## src/rtl/psum_drain_arbiter_if.sv

```systemverilog
// Drain-path bundle: PE psum FIFO pop side plus the global-buffer write port.
// The arbiter is the master; the PE array / buffer wrapper is the slave.
interface psum_drain_arbiter_if #(
  parameter int unsigned N                        = 4,
  parameter int unsigned DATA_WIDTH               = 16,
  parameter int unsigned GLOBAL_BUFFER_ADDR_WIDTH = 8
);
  logic [N-1:0]                        valid_psum;
  logic [N*DATA_WIDTH-1:0]             psum_data;
  logic [N-1:0]                        ren_psum;
  logic                                wen_global_buffer;
  logic [GLOBAL_BUFFER_ADDR_WIDTH-1:0] waddr_global_buffer;
  logic [DATA_WIDTH-1:0]               wdata_global_buffer;

  modport master (
    input  valid_psum,
    input  psum_data,
    output ren_psum,
    output wen_global_buffer,
    output waddr_global_buffer,
    output wdata_global_buffer
  );

  modport slave (
    output valid_psum,
    output psum_data,
    input  ren_psum,
    input  wen_global_buffer,
    input  waddr_global_buffer,
    input  wdata_global_buffer
  );
endinterface

```

## src/rtl/psum_drain_arbiter.sv

```systemverilog
// Round-robin drain of N PE psum FIFOs into a single global-buffer write port.
// One word per ARB -> READ -> WRITE pass; the FIFO head is registered, so the
// popped word is presented in the cycle after the pop strobe.
module psum_drain_arbiter #(
  parameter int unsigned N                        = 4,
  parameter int unsigned N_WIDTH                  = 2,
  parameter int unsigned DATA_WIDTH               = 16,
  parameter int unsigned GLOBAL_BUFFER_ADDR_WIDTH = 8,
  parameter int unsigned GLOBAL_BUFFER_DEPTH      = 256
) (
  input  logic                                clk,
  input  logic                                rst,
  input  logic                                Start,
  input  logic [GLOBAL_BUFFER_ADDR_WIDTH-1:0] base_addr,
  input  logic                                all_done,
  psum_drain_arbiter_if.master                bus,
  output logic [N_WIDTH-1:0]                  grant_id,
  output logic                                busy,
  output logic                                done_out,
  output logic [GLOBAL_BUFFER_ADDR_WIDTH:0]   word_count,
  output logic                                overflow
);

  localparam int unsigned AW   = GLOBAL_BUFFER_ADDR_WIDTH;
  localparam int unsigned DW   = DATA_WIDTH;
  localparam int unsigned IdxW = (N > 1) ? $clog2(N) : 1;

  localparam logic [2:0] StIdle  = 3'd0;
  localparam logic [2:0] StArb   = 3'd1;
  localparam logic [2:0] StRead  = 3'd2;
  localparam logic [2:0] StWrite = 3'd3;
  localparam logic [2:0] StDone  = 3'd4;

  logic [2:0]         state_q, state_d;
  logic [AW-1:0]      addr_q, addr_d;
  logic [AW:0]        wcnt_q, wcnt_d;
  logic [N_WIDTH-1:0] ptr_q, ptr_d;
  logic [N_WIDTH-1:0] grant_q, grant_d;
  logic               ovf_q, ovf_d;

  logic               found;
  logic [IdxW-1:0]    idx;
  logic [N_WIDTH-1:0] pick;
  logic               addr_wrap;

  // Circular search starting at the pointer: first valid FIFO wins.
  always_comb begin
    found = 1'b0;
    pick  = '0;
    idx   = '0;
    for (int k = 0; k < int'(N); k++) begin
      idx = IdxW'((int'(ptr_q) + k) % int'(N));
      if (!found && bus.valid_psum[idx]) begin
        found = 1'b1;
        pick  = N_WIDTH'(idx);
      end
    end
  end

  assign addr_wrap = (addr_q == AW'(GLOBAL_BUFFER_DEPTH - 1));

  // Next-state and counter update logic.
  always_comb begin
    state_d = state_q;
    addr_d  = addr_q;
    wcnt_d  = wcnt_q;
    ptr_d   = ptr_q;
    grant_d = grant_q;
    ovf_d   = ovf_q;
    case (state_q)
      StIdle: begin
        if (Start) begin
          state_d = StArb;
          addr_d  = base_addr;
          wcnt_d  = '0;
          ovf_d   = 1'b0;
          ptr_d   = '0;
        end
      end
      StArb: begin
        // Pending data takes priority over all_done so nothing is left behind.
        if (found) begin
          grant_d = pick;
          state_d = StRead;
        end else if (all_done) begin
          state_d = StDone;
        end
      end
      StRead: begin
        state_d = StWrite;
      end
      StWrite: begin
        addr_d  = addr_wrap ? '0 : addr_q + 1'b1;
        if (addr_wrap) begin
          ovf_d = 1'b1;
        end
        wcnt_d  = wcnt_q + 1'b1;
        ptr_d   = (grant_q == N_WIDTH'(N - 1)) ? '0 : grant_q + 1'b1;
        state_d = StArb;
      end
      StDone: begin
        state_d = StIdle;
      end
      default: begin
        state_d = StIdle;
      end
    endcase
  end

  // State registers with asynchronous reset.
  always_ff @(posedge clk or posedge rst) begin
    if (rst) begin
      state_q <= StIdle;
      addr_q  <= '0;
      wcnt_q  <= '0;
      ptr_q   <= '0;
      grant_q <= '0;
      ovf_q   <= 1'b0;
    end else begin
      state_q <= state_d;
      addr_q  <= addr_d;
      wcnt_q  <= wcnt_d;
      ptr_q   <= ptr_d;
      grant_q <= grant_d;
      ovf_q   <= ovf_d;
    end
  end

  // Pop strobe and write-data select, both decoded from the registered grant.
  always_comb begin
    bus.ren_psum            = '0;
    bus.wdata_global_buffer = '0;
    for (int i = 0; i < int'(N); i++) begin
      bus.ren_psum[i] = (state_q == StRead) && (grant_q == N_WIDTH'(i));
      if ((state_q == StWrite) && (grant_q == N_WIDTH'(i))) begin
        bus.wdata_global_buffer = bus.psum_data[i*DW +: DW];
      end
    end
  end

  assign bus.wen_global_buffer   = (state_q == StWrite);
  assign bus.waddr_global_buffer = (state_q == StWrite) ? addr_q : '0;

  assign grant_id   = grant_q;
  assign busy       = (state_q != StIdle);
  assign done_out   = (state_q == StDone);
  assign word_count = wcnt_q;
  assign overflow   = ovf_q;

endmodule

```

## src/flat_wrapper.sv

```systemverilog
// flat-port wrapper written by rule: the top's interface ports become plain ports
module psum_drain_arbiter_flat 
#(
  parameter int unsigned N                        = 4,
  parameter int unsigned N_WIDTH                  = 2,
  parameter int unsigned DATA_WIDTH               = 16,
  parameter int unsigned GLOBAL_BUFFER_ADDR_WIDTH = 8,
  parameter int unsigned GLOBAL_BUFFER_DEPTH      = 256
)
  (clk, rst, Start, base_addr, all_done, grant_id, busy, done_out, word_count, overflow, bus_valid_psum, bus_psum_data, bus_ren_psum, bus_wen_global_buffer, bus_waddr_global_buffer, bus_wdata_global_buffer);
  psum_drain_arbiter_if #(.N(N), .DATA_WIDTH(DATA_WIDTH), .GLOBAL_BUFFER_ADDR_WIDTH(GLOBAL_BUFFER_ADDR_WIDTH)) bus_i ();
  input  logic clk;
  input  logic rst;
  input  logic Start;
  input  logic [GLOBAL_BUFFER_ADDR_WIDTH-1:0] base_addr;
  input  logic all_done;
  output logic [N_WIDTH-1:0] grant_id;
  output logic busy;
  output logic done_out;
  output logic [GLOBAL_BUFFER_ADDR_WIDTH:0] word_count;
  output logic overflow;
  input wire logic [$bits(bus_i.valid_psum)-1:0] bus_valid_psum;
  input wire logic [$bits(bus_i.psum_data)-1:0] bus_psum_data;
  output wire logic [$bits(bus_i.ren_psum)-1:0] bus_ren_psum;
  output wire logic [$bits(bus_i.wen_global_buffer)-1:0] bus_wen_global_buffer;
  output wire logic [$bits(bus_i.waddr_global_buffer)-1:0] bus_waddr_global_buffer;
  output wire logic [$bits(bus_i.wdata_global_buffer)-1:0] bus_wdata_global_buffer;
  assign bus_i.valid_psum = bus_valid_psum;
  assign bus_i.psum_data = bus_psum_data;
  assign bus_ren_psum = bus_i.ren_psum;
  assign bus_wen_global_buffer = bus_i.wen_global_buffer;
  assign bus_waddr_global_buffer = bus_i.waddr_global_buffer;
  assign bus_wdata_global_buffer = bus_i.wdata_global_buffer;
  psum_drain_arbiter #(.N(N), .N_WIDTH(N_WIDTH), .DATA_WIDTH(DATA_WIDTH), .GLOBAL_BUFFER_ADDR_WIDTH(GLOBAL_BUFFER_ADDR_WIDTH), .GLOBAL_BUFFER_DEPTH(GLOBAL_BUFFER_DEPTH)) u_core (.clk(clk), .rst(rst), .Start(Start), .base_addr(base_addr), .all_done(all_done), .bus(bus_i), .grant_id(grant_id), .busy(busy), .done_out(done_out), .word_count(word_count), .overflow(overflow));
endmodule
```

## config.mk

```make
export PLATFORM = sky130hd
export DESIGN_NAME = psum_drain_arbiter_flat
export DESIGN_NICKNAME = d
export VERILOG_FILES = /design/src/rtl/psum_drain_arbiter_if.sv /design/src/rtl/psum_drain_arbiter.sv /design/src/flat_wrapper.sv
export SDC_FILE = /design/constraint.sdc
export NUM_CORES = 1
export LEC_CHECK = 0
export ABC_AREA = 1
export CAP_MARGIN = 20
export CORE_ASPECT_RATIO = 0.7
export CORE_MARGIN = 2
export CORE_UTILIZATION = 40
export DETAILED_ROUTE_END_ITERATION = 12
export PLACE_DENSITY = 0.9
export SLEW_MARGIN = 20
export SYNTH_ARGS = -nofsm -noshare
export SYNTH_HDL_FRONTEND = slang
export SYNTH_SLANG_ARGS = --single-unit
```

## constraint.sdc

```tcl
create_clock -name clk -period 3.95 [get_ports clk]
set_input_delay 0.5925 -clock clk [delete_from_list [all_inputs] [get_ports clk]]
set_output_delay 0.5925 -clock clk [all_outputs]
set_load 0.01 [all_outputs]
```

==> reports/metrics.yaml, run 1 <==
status:
  status: "completed"
setup_path:
  worstPathMaxFanout: 18
  critPathArrivalTime_ps: 2930
  worstSetupStartpointType: "register"
  worstSetupPathType: "register to output pin"
  endpoint_kind: "output pin"
  cp.required_ps: 3360
global_routing:
  grt_pass1_vias: 2604
  grt-ovfl-total: 0
  grt_usage_pct: 22.01
  antenna_found_initial: 0
  grt_max_degree: 40
  grt_pass1_wl_um: 11560
die:
  die-width_um: 95.46
  die_area_mm2: 0.006494
  rows: 23
  die_h_um: 68.03
  boundaryPins: 123
  fp.coreArea_mm2: 0.005698
  initial_core_util_pct: 41.11
cts:
  htree_levels: 1
  clock_sinks: 25
  cts_resized: 0
  numCtsBuffers: 3
  cts_setup_buffers: 0
  cts_tree: "done"
  clockBufferDepth: 2
  cts.clk_slew.worst_paths_ps: 90
  ctsHoldBuffers: 0
  clk_latency_ps: 260
  clock-root-buffer: "clkbuf_8"
route:
  viasPerCell: 5.328
  drtIter0Drc: 137
  dr_total_vias: 2941
  firstDrtPassIters: 4
  drc: 0
  wirelength_um: 7830
  routedWlPerCell_um: 14.18
  postRouteAntennaNets: 0
place:
  gp_congestion: 0.8927
  port_buffers: 122
  dpl.hpwl_um: 5990
  post-place-ws_ps: 762.4
yosys:
  avgSynthCellArea_um2: 6.365
  ys_ff_latch: 25
  syn_area_mm2: 0.002342
  async_flop_share_pct: 100.0
  yosys_most_used_dff: "dfrtp_1"
  synth_cell_types: 35
  netlist_instances: 368
  ys_seq_area_share_pct: 26.71
  synth_warnings: 0
  synth_edf_count: 0
  syn_nets: 454
final_layout:
  multi_input_area_mm2: 0.001446
  drive_gt1_share_pct: 4.403
  nNetsFinal: 564
  antenna_cells: 0
  fillers: 516
  synthToLayoutAreaGrowth_pct: 54.59
  final_common_cell: "clkdlybuf4s50_1"
  layout_common_cells: "clkdlybuf4s50_1, nand2_1, a21oi_1"
  regArea_um2: 625.6
sta:
  setup_slack_ps: 429.4
  skew_ps: 1.723
  rsz0062_at_grt: "false"
  finalHoldViolCount: 0
  max_freq_mhz: 284.0
  finalSetupTns_ps: 0
  finalCriticalPeriod_ps: 3521
  hold_ws_ps: 554.6
  slew_viol_final: 0
  period_share_pct: 89.13
  worst_slew_pin_slew_ps: 912.6
  finalSetupViolations: 0
  slew_headroom_pct: 39.16
power_and_ir_drop:
  p_leak_nw: 1.554
  irDropWorstVdd_mv: 0.3525
  power_mw: 2.311
  powerDensity_mw_per_mm2: 638.2
min_path:
  hold_class: "register to register"
flow_run:
  cap_viol_max_count: 0
metrics by stage:
step / instance area [um2] / cells / utilization [%]
floorplan: 2342 / 368 / -
global placement: 3548 / 547 / 62.27
detailed placement: 3548 / 547 / 62.27
CTS: 3593 / 551 / 63.07
global route: 3621 / 552 / 63.55
finish: 3621 / 552 / 63.55
Yosys cell counts (2+ instances only):
cell | count | area, um2
nor3_1 | 21 | 105.1
inv_1 | 35 | 131.4
buf_1 | 4 | 15.01
nand3_1 | 47 | 235.2
buf_6 | 3 | 33.78
o21ai_1 | 7 | 35.03
inv_2 | 3 | 11.26
dfrtp_1 | 25 | 625.6
a22oi_1 | 5 | 37.54
nand2_1 | 70 | 262.8
o21ai_0 | 27 | 135.1
nand2_2 | 2 | 12.51
buf_2 | 7 | 35.03
nand3_2 | 2 | 20.02
nand4_1 | 5 | 31.28
a31oi_1 | 2 | 12.51
a21oi_1 | 48 | 240.2
buf_4 | 2 | 15.01
xor2_1 | 4 | 35.03
nor2_2 | 4 | 25.02
ha_1 | 6 | 75.07
clkbuf_1 | 3 | 11.26
nor2_1 | 24 | 90.09
area by class of cell:
cell class / instances / share of cell area [%]
Multi-Input combinational cell: 284 / 39.94
Inverter: 39 / 4.043
Sequential cell: 25 / 17.28
Tap cell: 75 / 2.592
Timing Repair Buffer: 125 / 34.90
Clock buffer: 4 / 1.244
worst paths after layout:
path / depth (start not counted) / startpoint / slack [ps] / endpoint
max: 8 / u_core.grant_id[1] / 430 / bus_wdata_global_buffer[13]
min: 2 / u_core.word_count[8] / 550 / u_core.word_count[8]
max reg2reg: 6 / u_core.state_q[2] / 1720 / u_core.word_count[5]
min reg2reg: 2 / u_core.word_count[8] / 550 / u_core.word_count[8]
max in group asynchronous: 3 / rst / 2890 / u_core.addr_q[3]
min in group asynchronous: 2 / rst / 630 / u_core.ptr_q[1]
layer usage:
layer  GRT usage, %  routed length, um
met5              0                  0
met4          3.571                 19
met3          3.744                719
met2          38.56               3690
met1          29.28               3401
state kept, by name (all words and copies together), names as in the netlist:
name and cells:
u_core.addr_q 8, u_core.grant_id 2, u_core.overflow 1, u_core.ptr_q 2
u_core.state_q 3, u_core.word_count 9
worst max-delay path, cell delays in order (launching register included):
cell and delay, ps:
dfrtp_1 440, inv_1 100, ha_1 420, nor2_2 610
nand3_1 170, nand2_1 120, o21ai_0 90, a21oi_1 160
clkdlybuf4s50_1 560
power by group:
group          total, mW  switching (mW)  internal (mW)  leakage, nW
registers          0.503           0.133          0.369        0.313
clock network      0.152          0.0798         0.0720       0.0228
logic               1.66           0.967          0.690         1.22
total               2.31            1.18           1.13         1.55
cell families after synthesis:
group           after synthesis  synth area share [%]
simple gates                179                 35.36
compound gates               94                 21.31
buf+inv                      59                 11.54
flops                        25                 26.71
fa+ha+maj                     6                 3.205
xor+xnor                      5                 1.870
(Power assumes the default switching activity.)
==> inputs of run 2 (changes only) <==
--- a/config.mk
+++ b/config.mk
@@ -8,9 +8,9 @@
 export ABC_AREA = 1
 export CAP_MARGIN = 20
 export CORE_ASPECT_RATIO = 0.7
-export CORE_MARGIN = 2
 export CORE_UTILIZATION = 40
 export DETAILED_ROUTE_END_ITERATION = 12
+export GPL_ROUTABILITY_DRIVEN = 0
 export PLACE_DENSITY = 0.9
 export SLEW_MARGIN = 20
 export SYNTH_ARGS = -nofsm -noshare
==> reports/metrics.yaml, run 2 (same netlist as run 1, synthesis figures left out) <==
status:
  status: "completed"
cts:
  ctsHoldBuffers: 0
  htree_levels: 1
  cts_setup_buffers: 0
  cts.clk_slew.worst_paths_ps: 90
  cts_tree: "done"
  cts_resized: 0
  clk_latency_ps: 280
  numCtsBuffers: 3
  clock_sinks: 25
  clock-root-buffer: "clkbuf_8"
  clockBufferDepth: 2
setup_path:
  endpoint: "bus_wdata_global_buffer[10]"
  rr_startpoint: "u_core.state_q[2]"
  worstSetupPathType: "register to output pin"
  critPathArrivalTime_ps: 2860
  cp.depth: 8
  worst-path-buf-inv: 2
  worst-r2r-setup-slack_ps: 1330
  cp.required_ps: 3360
  reg2reg_to: "u_core.word_count[3]"
  worstPathMaxFanout: 18
  critPathTopFamily: "simple AND/OR/NAND/NOR gates"
  crit_chain: "inv_1, ha_1, nor2_2, nand3_1, nand2_1, o21ai_0, a21oi_1, clkdlybuf4s50_1"
  cp_slowest_cell: "nor2_2"
  worstSetupStartpointType: "register"
  endpoint_kind: "output pin"
  rr_worst_depth: 7
  cp-startpoint: "u_core.grant_id[1]"
  max_stage_delay_ps: 580
final_layout:
  synthToLayoutAreaGrowth_pct: 53.31
  antenna_cells: 0
  layout_common_cells: "clkdlybuf4s50_1, nand2_1, a21oi_1"
  final_core_util_pct: 65.89
  final_common_cell: "clkdlybuf4s50_1"
  largest_reg_flops: 9
  fin_area_mm2: 0.003591
  finalNonFillerCells: 548
  drive_gt1_share_pct: 4.412
  nNetsFinal: 563
  fillers: 478
die:
  die_h_um: 66.03
  die-width_um: 93.46
  boundaryPins: 123
  initial_core_util_pct: 42.98
  die_area_mm2: 0.006171
  rows: 22
  fp.coreArea_mm2: 0.005450
sta:
  max_freq_mhz: 289.3
  rsz0062_at_grt: "false"
  finalSetupTns_ps: 0
  worst_slew_pin_slew_ps: 942.2
  finalHoldViolCount: 0
  finalSetupViolations: 0
  period_share_pct: 87.50
  finalCriticalPeriod_ps: 3456
  skew_ps: 6.247
  slew_viol_final: 0
  slew_headroom_pct: 37.19
place:
  dpl_cell_area_mm2: 0.003545
  dpl.hpwl_um: 5798
  dp.cells: 544
  port_buffers: 122
route:
  drc: 0
  routedWlPerCell_um: 14.20
  wirelength_um: 7782
  viasPerCell: 5.303
  postRouteAntennaNets: 0
  firstDrtPassIters: 5
  dr_total_vias: 2906
  drtIter0Drc: 123
min_path:
  hold_class: "register to register"
  worstHoldStart: "u_core.word_count[8]"
global_routing:
  grt_max_degree: 40
  grt-ovfl-total: 0
  grt_usage_pct: 24.83
  antenna_found_initial: 0
  grt_pass1_wl_um: 12300
  grt_pass1_vias: 2635
power_and_ir_drop:
  irDropWorstVdd_mv: 0.4034
  powerDensity_mw_per_mm2: 646.8
  p_leak_nw: 1.540
  power_mw: 2.322
flow_run:
  cap_viol_max_count: 0
-- run 2: cell types whose count changed in the layout (fill, tap and decap cells not counted), sizes merged --
cell and delta:
inv -1, buf -1, clkinv +2, clkbuf -1
-- run 2: per-layer routing --
metal | global-route usage (%) | share of wire, % | vias to the layer above
met5 | 0 | 0 | -
met4 | 4.808 | 0.57 | 0
met3 | 3.908 | 9.3 | 5
met2 | 43.01 | 46 | 132
met1 | 32.91 | 44 | 1307
li1 | - | - | 1462
-- run 2: how the worst min path moves through the flow --
stage | to | slack [ps] | cells after the start
after floorplan | u_core.addr_q[7] | 520 | 2
after global placement | u_core.word_count[8] | 510 | 2
after detailed placement | u_core.overflow | 510 | 2
after CTS | u_core.overflow | 540 | 2
after global routing | u_core.overflow | 590 | 2
final | u_core.word_count[8] | 540 | 2
-- run 2: where the power goes --
part           switching (mW)  leakage, nW  internal (mW)  total (mW)
Clock                  0.0881       0.0255         0.0709       0.159
Sequential              0.139        0.313          0.369       0.508
Combinational           0.968         1.20          0.688        1.66
-- run 2: worst min-delay path: stages, from the launching register on --
cell,delay (ps)
dfrtp_1,390
nand2_1,60
o21ai_0,60
-- run 2: through the flow --
stage / hold slack [ps] / setup slack, ps
floorplan: 515.8 / 1685
global placement: 514.8 / 908.9
detailed placement: 512.9 / 794.8
CTS: 537.8 / 480.5
global route: 588.1 / 266.5
finish: 540.8 / 493.8
-- run 2: layout make-up --
class,count,area [um2],share of cell area (%)
inverters,39,146.4,4.077
repair buffers,124,1236,34.43
clock buffers,3,41.29,1.150
clock inverters,1,5.005,0.1394
multi-input cells,284,1446,40.28
flip-flops and latches,25,625.6,17.42
well taps,72,90.09,2.509
==> inputs of run 3 (changes only) <==
--- a/config.mk
+++ b/config.mk
@@ -9,9 +9,11 @@
 export CAP_MARGIN = 20
 export CORE_ASPECT_RATIO = 0.7
 export CORE_UTILIZATION = 40
+export CTS_CLUSTER_SIZE = 25
 export DETAILED_ROUTE_END_ITERATION = 12
 export GPL_ROUTABILITY_DRIVEN = 0
 export PLACE_DENSITY = 0.9
+export SETUP_SLACK_MARGIN = 0.5
 export SLEW_MARGIN = 20
 export SYNTH_ARGS = -nofsm -noshare
 export SYNTH_HDL_FRONTEND = slang
==> reports/metrics.yaml, run 3 (same netlist as run 1, synthesis figures left out) <==
die:
  boundaryPins: 123
  die_h_um: 66.03
  die-width_um: 93.46
  fp.coreArea_mm2: 0.005450
  initial_core_util_pct: 42.98
  rows: 22
  die_area_mm2: 0.006171
sta:
  finalCriticalPeriod_ps: 3236
  finalSetupTns_ps: 0
  rsz0062_at_grt: "false"
  finalSetupViolations: 0
  period_share_pct: 81.91
  slew_viol_final: 0
  finalHoldViolCount: 0
  worst_slew_pin_slew_ps: 902.4
  skew_ps: 7.474
  max_freq_mhz: 309.1
  slew_headroom_pct: 39.47
cts:
  clk_latency_ps: 280
  clock_sinks: 25
  cts_setup_buffers: 0
  clockBufferDepth: 2
  htree_levels: 1
  cts_tree: "done"
  numCtsBuffers: 3
  cts.clk_slew.worst_paths_ps: 90
  clock-root-buffer: "clkbuf_8"
setup_path:
  worst-r2r-setup-slack_ps: 1310
  worstSetupStartpointType: "register"
  critPathArrivalTime_ps: 2640
  reg2reg_to: "u_core.word_count[3]"
  cp.required_ps: 3360
  worstSetupPathType: "register to output pin"
  rr_startpoint: "u_core.state_q[2]"
  endpoint_kind: "output pin"
  worstPathMaxFanout: 18
  rr_worst_depth: 7
min_path:
  hold_class: "register to register"
  min_to: "u_core.word_count[8]"
  holdPathStages: 2
  worstHoldStart: "u_core.word_count[8]"
final_layout:
  antenna_cells: 0
  fillers: 474
  multi_input_area_mm2: 0.001461
  fin_area_mm2: 0.003611
  finalNonFillerCells: 548
  final_common_cell: "clkdlybuf4s50_1"
  final_core_util_pct: 66.25
  nNetsFinal: 563
  regArea_um2: 625.6
  layout_common_cells: "clkdlybuf4s50_1, nand2_1, a21oi_1"
  largest_reg_flops: 9
  drive_gt1_share_pct: 4.412
  synthToLayoutAreaGrowth_pct: 54.17
power_and_ir_drop:
  irDropWorstVdd_mv: 0.3980
  powerDensity_mw_per_mm2: 646.9
  power_mw: 2.336
  p_leak_nw: 1.541
route:
  met1_length_um: 3395
  drtIter0Drc: 152
  postRouteAntennaNets: 0
  dr_total_vias: 2897
  routedWlPerCell_um: 14.17
  drc: 0
  wl_met2_um: 3620
  highest_layer: "met4"
  met3WireLength_um: 709
  viasPerCell: 5.286
  firstDrtPassIters: 5
  wirelength_um: 7763
global_routing:
  grt_pass1_vias: 2635
  grt_usage_pct: 24.83
  grt_pass1_wl_um: 12300
  antenna_found_initial: 0
  grt-ovfl-total: 0
  grt_max_degree: 40
place:
  dp.cells: 544
  dpl_cell_area_mm2: 0.003545
  dpl.hpwl_um: 5798
  port_buffers: 122
status:
  status: "completed"
flow_run:
  cap_viol_max_count: 0
[run 3: final cells by class]
type,count,share of cell area (%)
inverter,39,4.193
multi-input combinational,284,40.47
clock buffer,3,1.143
sequential,25,17.33
clock inverter,1,0.1386
timing repair buffer,124,34.23
tap,72,2.495
[run 3: where the power goes]
group | leakage (nW) | internal (mW) | switching [mW] | total, mW
Sequential | 0.313 | 0.369 | 0.138 | 0.507
Clock | 0.0255 | 0.0709 | 0.0884 | 0.159
Combinational | 1.20 | 0.694 | 0.976 | 1.67
Total | 1.54 | 1.13 | 1.20 | 2.34
[run 3: what timing repair did]
item,4_1_cts,5_1_grt
pin swaps,0,1
resized for setup,1,5
hold buffers,0,0
setup endpoints to repair,1,16
[run 3: through the flow]
stage | worst slack (ps) | hold slack (ps)
floorplan | 1685 | 515.8
global placement | 908.9 | 514.8
detailed placement | 794.8 | 512.9
CTS | 551.3 | 537.8
global route | 506.8 | 588.1
finish | 714.5 | 539.1
[run 3: per-layer routing]
layer	vias up	GRT usage (%)
met2	123	43.01
met1	1312	32.91
met4	0	4.808
met3	3	3.908
met5	-	0
li1	1459	-
[run 3: critical path, cell delays in order (launching register included)]
cell and delay (ps):
dfrtp_1 420, inv_1 80, ha_1 420, nor2_4 390
nand3_1 120, nand2_1 100, o21ai_0 90, a21oi_1 160
clkdlybuf4s50_1 570
[run 3: how the worst max path moves through the flow]
| stage | end | slack [ps] | from | cells past startpoint |
|---|---|---|---|---|
| floorplan | bus_wdata_global_buffer[10] | 1690 | u_core.grant_id[1] | 9 |
| finish | bus_wdata_global_buffer[10] | 710 | u_core.grant_id[1] | 8 |
| global placement | bus_wdata_global_buffer[10] | 910 | u_core.grant_id[1] | 8 |
| CTS | bus_wdata_global_buffer[10] | 550 | u_core.state_q[2] | 8 |
| global route | bus_wdata_global_buffer[8] | 510 | u_core.grant_id[1] | 8 |
| detailed placement | bus_wdata_global_buffer[10] | 790 | u_core.grant_id[1] | 8 |
